### src/rtl/fifo_wp_ctrl.sv
// Write-pointer controller for the packet FIFO: stores framed packets and publishes WP only on commit.
// Optional macro FIFO_WP_DROP_CNT_EN adds a saturating 16-bit dropped-packet counter (drop_cnt).
//
// Handshake: a beat is taken on every posedge where in_valid is high; in_ready is tied high
// because overflow is handled by dropping whole packets rather than by backpressure.
module fifo_wp_ctrl #(
  parameter int ADDR_W = 8,
  parameter int DATA_W = 64
) (
  input  logic              clk,
  input  logic              rst_n,
  input  logic              in_valid,
  output logic              in_ready,
  input  logic              in_first,
  input  logic              in_last,
  input  logic [DATA_W-1:0] in_data,
  input  logic [ADDR_W-1:0] RP,
  output logic              mem_we,
  output logic [ADDR_W-1:0] mem_addr,
  output logic [DATA_W-1:0] mem_wdata,
  output logic [ADDR_W-1:0] WP,
  output logic              full,
  output logic [ADDR_W-1:0] free_cnt,
  output logic              pkt_done,
  output logic              pkt_drop,
`ifdef FIFO_WP_DROP_CNT_EN
  output logic [15:0]       drop_cnt,
`endif
  output logic [1:0]        state_dbg
);

  typedef enum logic [1:0] {
    IDLE   = 2'd0,
    IN_PKT = 2'd1,
    DROP   = 2'd2
  } state_t;

  localparam logic [ADDR_W-1:0] ONE = ADDR_W'(1);

  state_t              state_q, state_d;
  logic [ADDR_W-1:0]   wp_work, wp_work_d;
  // End of the last committed packet; WP trails it by one cycle while a commit is in flight.
  logic [ADDR_W-1:0]   wp_base, wp_base_d;
  logic [ADDR_W-1:0]   commit_ptr, commit_ptr_d;
  logic                commit_pend, commit_d;
  logic                we_d, drop_d;
  logic [ADDR_W-1:0]   addr_d;
  logic [DATA_W-1:0]   wdata_d;
  logic                full_base;

  assign in_ready  = 1'b1;
  assign full      = ((wp_work + ONE) == RP);
  assign free_cnt  = RP - wp_work - ONE;
  assign full_base = ((wp_base + ONE) == RP);
  assign state_dbg = state_q;

  always_comb begin
    state_d      = state_q;
    wp_work_d    = wp_work;
    wp_base_d    = wp_base;
    commit_ptr_d = commit_ptr;
    commit_d     = 1'b0;
    we_d         = 1'b0;
    drop_d       = 1'b0;
    addr_d       = mem_addr;
    wdata_d      = mem_wdata;
    if (in_valid) begin
      if (in_first) begin
        // A first beat outside IDLE aborts whatever was in progress; restart from wp_base.
        drop_d = (state_q != IDLE);
        if (!full_base) begin
          we_d      = 1'b1;
          addr_d    = wp_base;
          wdata_d   = in_data;
          wp_work_d = wp_base + ONE;
          if (in_last) begin
            commit_d     = 1'b1;
            commit_ptr_d = wp_base + ONE;
            wp_base_d    = wp_base + ONE;
            state_d      = IDLE;
          end else begin
            state_d = IN_PKT;
          end
        end else begin
          wp_work_d = wp_base;
          if (in_last) begin
            drop_d  = 1'b1;
            state_d = IDLE;
          end else begin
            state_d = DROP;
          end
        end
      end else begin
        case (state_q)
          IN_PKT: begin
            if (!full) begin
              we_d      = 1'b1;
              addr_d    = wp_work;
              wdata_d   = in_data;
              wp_work_d = wp_work + ONE;
              if (in_last) begin
                commit_d     = 1'b1;
                commit_ptr_d = wp_work + ONE;
                wp_base_d    = wp_work + ONE;
                state_d      = IDLE;
              end
            end else begin
              wp_work_d = wp_base;
              if (in_last) begin
                drop_d  = 1'b1;
                state_d = IDLE;
              end else begin
                state_d = DROP;
              end
            end
          end
          DROP: begin
            if (in_last) begin
              drop_d  = 1'b1;
              state_d = IDLE;
            end
          end
          default: ;
        endcase
      end
    end
  end

  always_ff @(posedge clk) begin
    if (!rst_n) begin
      state_q     <= IDLE;
      wp_work     <= '0;
      wp_base     <= '0;
      WP          <= '0;
      commit_ptr  <= '0;
      commit_pend <= 1'b0;
      mem_we      <= 1'b0;
      mem_addr    <= '0;
      mem_wdata   <= '0;
      pkt_done    <= 1'b0;
      pkt_drop    <= 1'b0;
    end else begin
      state_q     <= state_d;
      wp_work     <= wp_work_d;
      wp_base     <= wp_base_d;
      commit_ptr  <= commit_ptr_d;
      commit_pend <= commit_d;
      mem_we      <= we_d;
      mem_addr    <= addr_d;
      mem_wdata   <= wdata_d;
      pkt_drop    <= drop_d;
      pkt_done    <= commit_pend;
      // Publish one cycle after the last RAM write so the reader never sees unwritten data.
      if (commit_pend) WP <= commit_ptr;
    end
  end

`ifdef FIFO_WP_DROP_CNT_EN
  always_ff @(posedge clk) begin
    if (!rst_n) begin
      drop_cnt <= 16'd0;
    end else if (pkt_drop && (drop_cnt != 16'hFFFF)) begin
      drop_cnt <= drop_cnt + 16'd1;
    end
  end
`endif

endmodule

### config.mk
export PLATFORM = sky130hd
export DESIGN_NAME = fifo_wp_ctrl
export DESIGN_NICKNAME = d
export VERILOG_FILES = /design/src/rtl/fifo_wp_ctrl.sv
export SDC_FILE = /design/constraint.sdc
export NUM_CORES = 1
export LEC_CHECK = 0
export CORE_UTILIZATION = 40
export DETAILED_ROUTE_END_ITERATION = 16
export GPL_ROUTABILITY_DRIVEN = 0
export PLACE_DENSITY = 0.7
export REMOVE_ABC_BUFFERS = 1
export SYNTH_ARGS = -nofsm -noshare
export SYNTH_HDL_FRONTEND = slang
export SYNTH_SLANG_ARGS = --single-unit
### constraint.sdc
create_clock -name clk -period 3.05 [get_ports clk]
set_clock_uncertainty 0.1 [all_clocks]
set_input_delay 0.61 -clock clk [delete_from_list [all_inputs] [get_ports clk]]
set_output_delay 0.61 -clock clk [all_outputs]
set_load 0.01 [all_outputs]
==> results_dict.tcl, run 1 <==
set metrics [dict create \
    grt_max_degree 55 \
    grt_antenna_before_repair 0 \
    outcome "complete, no violations" \
    detailedRoute.firstIterationViolations 475 \
    worst-endpoint-required_ns 2.34 \
    buffer_ports.inserted 170 \
    critical_path_class "primary input to primary output" \
    max_slew.worst_pin.slew_ns 0.6086 \
    rr_endpoint "wp_work[2]$_SDFFE_PN0P_" \
    netlist-cell-type-count 67 \
    ys_flop_type "dfxtp_1" \
    grt_setup_unrepaired "true" \
    post_route_core_utilization_pct 63.26 \
    tritoncts_clock_tree "built" \
    reg2reg_from "wp_work[0]$_SDFFE_PN0P_" \
    dieWidth_um 115.9 \
    critPathCaptureType "primary output" \
    max-cap-violations 0 \
    synth_cells 634 \
    layout.nets 935 \
    dpl.hpwl_mm 12.36 \
    top_level_ports 172 \
    switching_power_share_of_the_total_pct 25.35 \
    post_route_standard_cell_area_excluding_fillers_um2 7983 \
    global_route_wire_length_before_repair_mm 26.87 \
    pwr_density_cell_nw_per_um2 430.6 \
    core_region_area_um2 12620 \
    synth_seq_area_share_pct 39.35 \
    floorplan.die_area_um2 13430 \
    vdd.ir_drop.worst_uv 287.1 \
    antennaDiodeCount 0 \
    via_count_of_the_first_global_routing_pass 5457 \
    cp_slowest_stage_delay_ns 0.55 \
    crit_path_max_fanout 4 \
    crit_start "RP[1]" \
    worst_setup_ep "full" \
    cp_cell_sequence "clkdlybuf4s15_2, buf_4, xor2_1, or4_4, nor4_4, nand3_1, inv_1, buf_2" \
    placed_cell_area_um2 7535 \
    bufs_on_longest_clock_path 2 \
    cts-htree-levels 3 \
    setup-violations-final 0 \
    power.clock.fraction_pct 36.3 \
    global_route.usage.total_pct 25.48 \
    ctsRootBufferMaster "clkbuf_16" \
    timing.final.hold_violations 0 \
    routed_wirelength_mm 17.37 \
    leakagePower_uw 0.003035 \
    grt-ovfl-total 0 \
    reg2reg_slack_ns 0.08 \
    comb_power_share_pct 21.9 \
    layout_min_cycle_time_ns 3.042 \
    clkLatencyLatePin_ns 0.34 \
    sinks_on_the_clock_net 102 \
    antenna_violating_nets_post_route 0 \
    min-delay-path-class "flop to flop" \
    layout_commonest_cell "clkdlybuf4s50_1" \
    vias 5709 \
    average_footprint_of_a_synthesized_cell_um2 8.184 \
    finalCritPeriodShare_pct 99.73 \
    ys_seq_elements 102 \
    worst_ep_arrival_time_ns 2.33 \
    avgViaCountPerCell 5.592 \
    ys.warnings.count 0 \
    detail_route.drc_violations 0 \
    drive_gt1_share_pct 16.25 \
    final-max-slew-violation-count 0 \
    number_of_cells_on_the_worst_reg_to_reg_path 14 \
    switching_power_uw 871.3 \
    power_report.internal_total_uw 2566 \
    worstSetupStartpointType "primary input" \
    clk_pin_slew_worst_paths_ns 0.07 \
    share_seq_of_total_power_pct 41.8 \
    layout-area-overhead-vs-synth_pct 53.85 \
    drtPass1Iterations 5 \
    cts.hold.buffers_added 0 \
    die_h_um 115.9 \
    initial_core_util_pct 41.12 \
    slew_headroom_pct 59.37 \
    slowest_stage "or4_4" \
    asyncSetResetFlopFracSynth_pct 0 \
    placementRows 41 \
    cts_made_buffers 9 \
    commonest_cells_after_routing_fill_and_taps_aside "161 x clkdlybuf4s50_1, 99 x dfxtp_1, 87 x o21ai_0" \
    mean_routed_wirelength_per_cell_um 17.01 \
    maxClockFrequency_mhz 328.8 \
    synth_edf_count 0 \
    syn_area_um2 5189 \
]
worst min-delay path by stage:
stage,startpoint,to,slack (ns),cells after the start
after global routing,mem_wdata[9]$_SDFFE_PN0P_,mem_wdata[9]$_SDFFE_PN0P_,0.40,2
after global placement,mem_wdata[38]$_SDFFE_PN0P_,mem_wdata[38]$_SDFFE_PN0P_,0.36,2
after CTS,mem_wdata[16]$_SDFFE_PN0P_,mem_wdata[16]$_SDFFE_PN0P_,0.38,2
after detailed placement,mem_wdata[16]$_SDFFE_PN0P_,mem_wdata[16]$_SDFFE_PN0P_,0.37,2
after floorplan,wp_work[3]$_SDFFE_PN0P_,wp_work[3]$_SDFFE_PN0P_,0.38,2
final,mem_wdata[16]$_SDFFE_PN0P_,mem_wdata[16]$_SDFFE_PN0P_,0.37,2
state kept, by name, indices dropped and copies added (netlist names):
register and cells:
WP 8, commit_pend 1, commit_ptr 8, mem_addr 8, mem_wdata 64, mem_we 1, pkt_done 1, pkt_drop 1
state_dbg 2, wp_work 8
stage by stage:
stage                     TNS (ns)  power, µW  setup WS [ns]  cells  hold slack [ns]
after floorplan             -46.97       1753        -0.9281    574           0.3790
after global placement      -28.26       2187        -0.5821    999           0.3596
after detailed placement    -32.97       2204        -0.6432    999           0.3666
after CTS                        0       3442       0.004167   1022           0.3765
after global routing      -0.07446       3574       -0.06754   1021           0.3967
final                            0       3437       0.008245   1021           0.3732
power groups by stage:
stage               Combinational, µW  Sequential [µW]  Clock (µW)
finish                            754             1440        1250
global route                      812             1440        1320
CTS                               741             1440        1270
detailed placement                740             1460           0
global placement                  725             1460           0
floorplan                         264             1490           0
cell type report:
cell class,count,area (µm²)
fill,1097,4637
inverter,20,75.07
sequential,102,2048
timing repair buffer,260,2415
clock buffer,12,256.5
multi-input combinational,452,2905
tap,172,215.2
clock inverter,3,67.56
repair_timing:
item,4_1_cts,5_1_grt
pin swaps,7,9
setup endpoints to repair,45,42
gates resized for setup,27,14
cloned,0,0
buffers inserted,8,0
cells in the mapped netlist, types with 3 or more instances:
library cell | n | area share (%)
dfxtp_1 | 102 | 39
o21a_1 | 3 | 0.43
o211a_1 | 8 | 1.5
a31oi_1 | 10 | 1.2
o32ai_1 | 3 | 0.51
xnor2_1 | 17 | 2.9
a21o_1 | 3 | 0.43
xor2_1 | 8 | 1.4
mux2i_1 | 16 | 3.1
nand4_1 | 4 | 0.48
a22oi_1 | 5 | 0.72
ha_1 | 12 | 2.9
nand3_1 | 83 | 8.0
buf_2 | 5 | 0.48
nor2_1 | 26 | 1.9
o21ai_0 | 89 | 8.6
a21oi_1 | 79 | 7.6
nor2b_1 | 3 | 0.36
buf_4 | 4 | 0.58
buf_1 | 8 | 0.58
inv_1 | 19 | 1.4
and3_1 | 3 | 0.36
clkbuf_1 | 41 | 3.0
nor3_1 | 8 | 0.77
nand2_1 | 21 | 1.5
critical path, delay by kind of cell:
kind,cells,cell delay (ns)
xor gates and xnor gates,1,0.15
and+or+nand+nor,3,0.99
buffers and inverters,4,0.58
kinds of logic (layout without fill, tap and decap cells):
logic type | count (synthesis) | in the layout | share of synthesized area [%]
AO/OA/AOI/OAI | 226 | 226 | 25.32
buffers and inverters | 80 | 295 | 6.487
XOR/XNOR | 28 | 28 | 5.426
AND/OR/NAND/NOR | 167 | 167 | 16.76
adder cells (fa/ha/maj) | 13 | 13 | 3.279
other | 1 | 1 | 0.07227
flip-flops | 102 | 102 | 39.35
multiplexers | 17 | 17 | 3.304
per-layer routing:
| metal | up-vias | wire (µm) | global-route usage [%] |
|---|---|---|---|
| met2 | 227 | 8723 | 44.13 |
| met4 | 0 | 418 | 9.487 |
| met5 | - | 0 | 0.7407 |
| met1 | 2736 | 7224 | 31.35 |
| met3 | 32 | 1006 | 4.707 |
| li1 | 2714 | - | - |
No activity file was read; power rests on OpenSTA's default activity.
==> run 2, diff against run 1 <==
Settings changed: CAP_MARGIN from default to 20.
==> results of run 2 <==
The final DEF is identical to that of run 1; final timing and power are the same.
==> run 3, diff against run 2 <==
Settings changed: CORE_MARGIN from default to 3.
==> results_dict.tcl, run 3 (synthesized netlist as in run 1, its figures left out) <==
set metrics [dict create \
    outcome "complete, no violations" \
    grt-ovfl-total 0 \
    drive_gt1_share_pct 16.43 \
    final_critical_path_setup_slack_ns 0.05407 \
    via_count_of_the_first_global_routing_pass 5588 \
    path_delay_family "simple AND/OR/NAND/NOR gates" \
    vias 5689 \
    worstSetupStartpointType "flop" \
    bufs_on_longest_clock_path 2 \
    grtUsageMet2_pct 41.53 \
    min-delay-path-class "flop to flop" \
    setup-violations-final 0 \
    clk_pin_slew_worst_paths_ns 0.07 \
    finalCritPeriodShare_pct 98.23 \
    layout_min_cycle_time_ns 2.996 \
    vdd.ir_drop.worst_uv 317.9 \
    layout-area-overhead-vs-synth_pct 53.00 \
    layout_commonest_cell "clkdlybuf4s50_1" \
    cts-htree-levels 3 \
    layout.nets 931 \
    critPathCaptureType "flop" \
    use_met1_pct 29.23 \
    sinks_on_the_clock_net 102 \
    buffer_ports.inserted 170 \
    cp_cell_sequence "ha_4, xor2_1, or4_4, nor4_4, nand3_2, buf_6, buf_4, buf_4, buf_4, buf_4, buf_4, buf_4, a22oi_2, a31oi_1" \
    commonest_cells_after_routing_fill_and_taps_aside "160 x clkdlybuf4s50_1, 99 x dfxtp_1, 88 x o21ai_0" \
    avgViaCountPerCell 5.610 \
    core_region_area_um2 12360 \
    final-max-slew-violation-count 0 \
    pwr_density_cell_nw_per_um2 429.9 \
    buffering_stage_count_on_the_worst_path_with_inverters_included 7 \
    die_h_um 119.9 \
    grt_setup_unrepaired "true" \
    tritoncts_clock_tree "built" \
    fillers 1077 \
    cp_slowest_stage_delay_ns 0.55 \
    mean_routed_wirelength_per_cell_um 17.80 \
    regMostFlops "mem_wdata" \
    grt_antenna_before_repair 0 \
    detailedRoute.firstIterationViolations 561 \
    leakagePower_uw 0.003010 \
    cts.hold.buffers_added 0 \
    cts_made_buffers 9 \
    antenna_violating_nets_post_route 0 \
    slowest_stage "or4_4" \
    dpl.hpwl_mm 12.83 \
    floorplan.die_area_um2 14370 \
    worst-endpoint-required_ns 3.18 \
    critical_path_class "flop to flop" \
    max_slew.worst_pin.slew_ns 0.7413 \
    placementRows 40 \
    dp_cells 987 \
    critPathMostFrequentCell "buf_4" \
    grt_max_degree 48 \
    maxClockFrequency_mhz 333.8 \
    global_route_wire_length_before_repair_mm 28.25 \
    final-instance-count-excl-fill 1014 \
    crit_path_max_fanout 2 \
    largest_reg_flops 64 \
    top_level_ports 172 \
    timing.final.hold_violations 0 \
    max-cap-violations 0 \
    ctsRootBufferMaster "clkbuf_16" \
    antennaDiodeCount 0 \
    globalRoute.busiestLayer "met2" \
    slew_headroom_pct 50.25 \
    global_route.usage.total_pct 23.88 \
    initial_core_util_pct 41.97 \
    use_met3_pct 5.467 \
    worst_ep_arrival_time_ns 3.12 \
    routed_wirelength_mm 18.05 \
    dieWidth_um 119.9 \
    drtPass1Iterations 6 \
    pre_cts_slack_ns -0.6359 \
    detail_route.drc_violations 0 \
    clkLatencyLatePin_ns 0.34 \
]
-- run 3: worst register-to-register path: cells and delay by family, from the launching register on --
| kind | cells | cell delay [ns] |
|---|---|---|
| compound gates | 2 | 0.21 |
| xor+xnor | 1 | 0.15 |
| fa+ha+maj | 1 | 0.24 |
| buf+inv | 7 | 0.86 |
| flops | 1 | 0.34 |
| simple gates | 3 | 0.99 |
-- run 3: worst paths after layout --
kind / cells after the start / slack (ns) / from / endpoint
max reg2reg: 14 / 0.05 / wp_work[1]$_SDFFE_PN0P_ / wp_work[2]$_SDFFE_PN0P_
min reg2reg: 2 / 0.37 / mem_wdata[48]$_SDFFE_PN0P_ / mem_wdata[48]$_SDFFE_PN0P_
min: 2 / 0.37 / mem_wdata[48]$_SDFFE_PN0P_ / mem_wdata[48]$_SDFFE_PN0P_
max: 14 / 0.05 / wp_work[1]$_SDFFE_PN0P_ / wp_work[2]$_SDFFE_PN0P_
-- run 3: layout make-up --
class	count	area [µm²]	area share, %
clock buffers	11	242.7	3.058
clock inverters	5	81.33	1.024
inverters	20	75.07	0.9456
multi-input cells	453	2909	36.64
flip-flops and latches	102	2048	25.80
well taps	168	210.2	2.648
repair buffers	255	2372	29.88
-- run 3: stage by stage --
| stage | power (µW) | area, µm² | utilization (%) | hold slack, ns | TNS, ns |
|---|---|---|---|---|---|
| 2_1_floorplan | 1753 | 4927 | - | 0.3790 | -46.97 |
| 3_3_place_gp | 2180 | 7470 | 60.43 | 0.3595 | -26.88 |
| 3_5_place_dp | 2197 | 7470 | 60.43 | 0.3651 | -31.39 |
| 4_1_cts | 3427 | 7891 | 63.84 | 0.3741 | -0.002263 |
| 5_1_grt | 3550 | 7939 | 64.22 | 0.3965 | -0.1597 |
| 6_report | 3413 | 7939 | 64.22 | 0.3724 | 0 |
-- run 3: report_power, final --
group	switching, µW	internal, µW	leakage [µW]
registers	39.9	1400	0.000835
logic	346	395	0.00202
clock network	492	744	0.000156
-- run 3: timing repair --
item                       4_1_cts  5_1_grt
setup buffers                    9        0
setup endpoints to repair       32       49
gates cloned                     0        2
gates resized for setup         31       19
pin swaps                        9       16
-- run 3: metal layers --
layer  part of all wire (%)  vias up
li1                       -     2709
met2                     50      234
met4                    3.1        0
met3                    7.2       45
met1                     40     2701
met5                      0        -
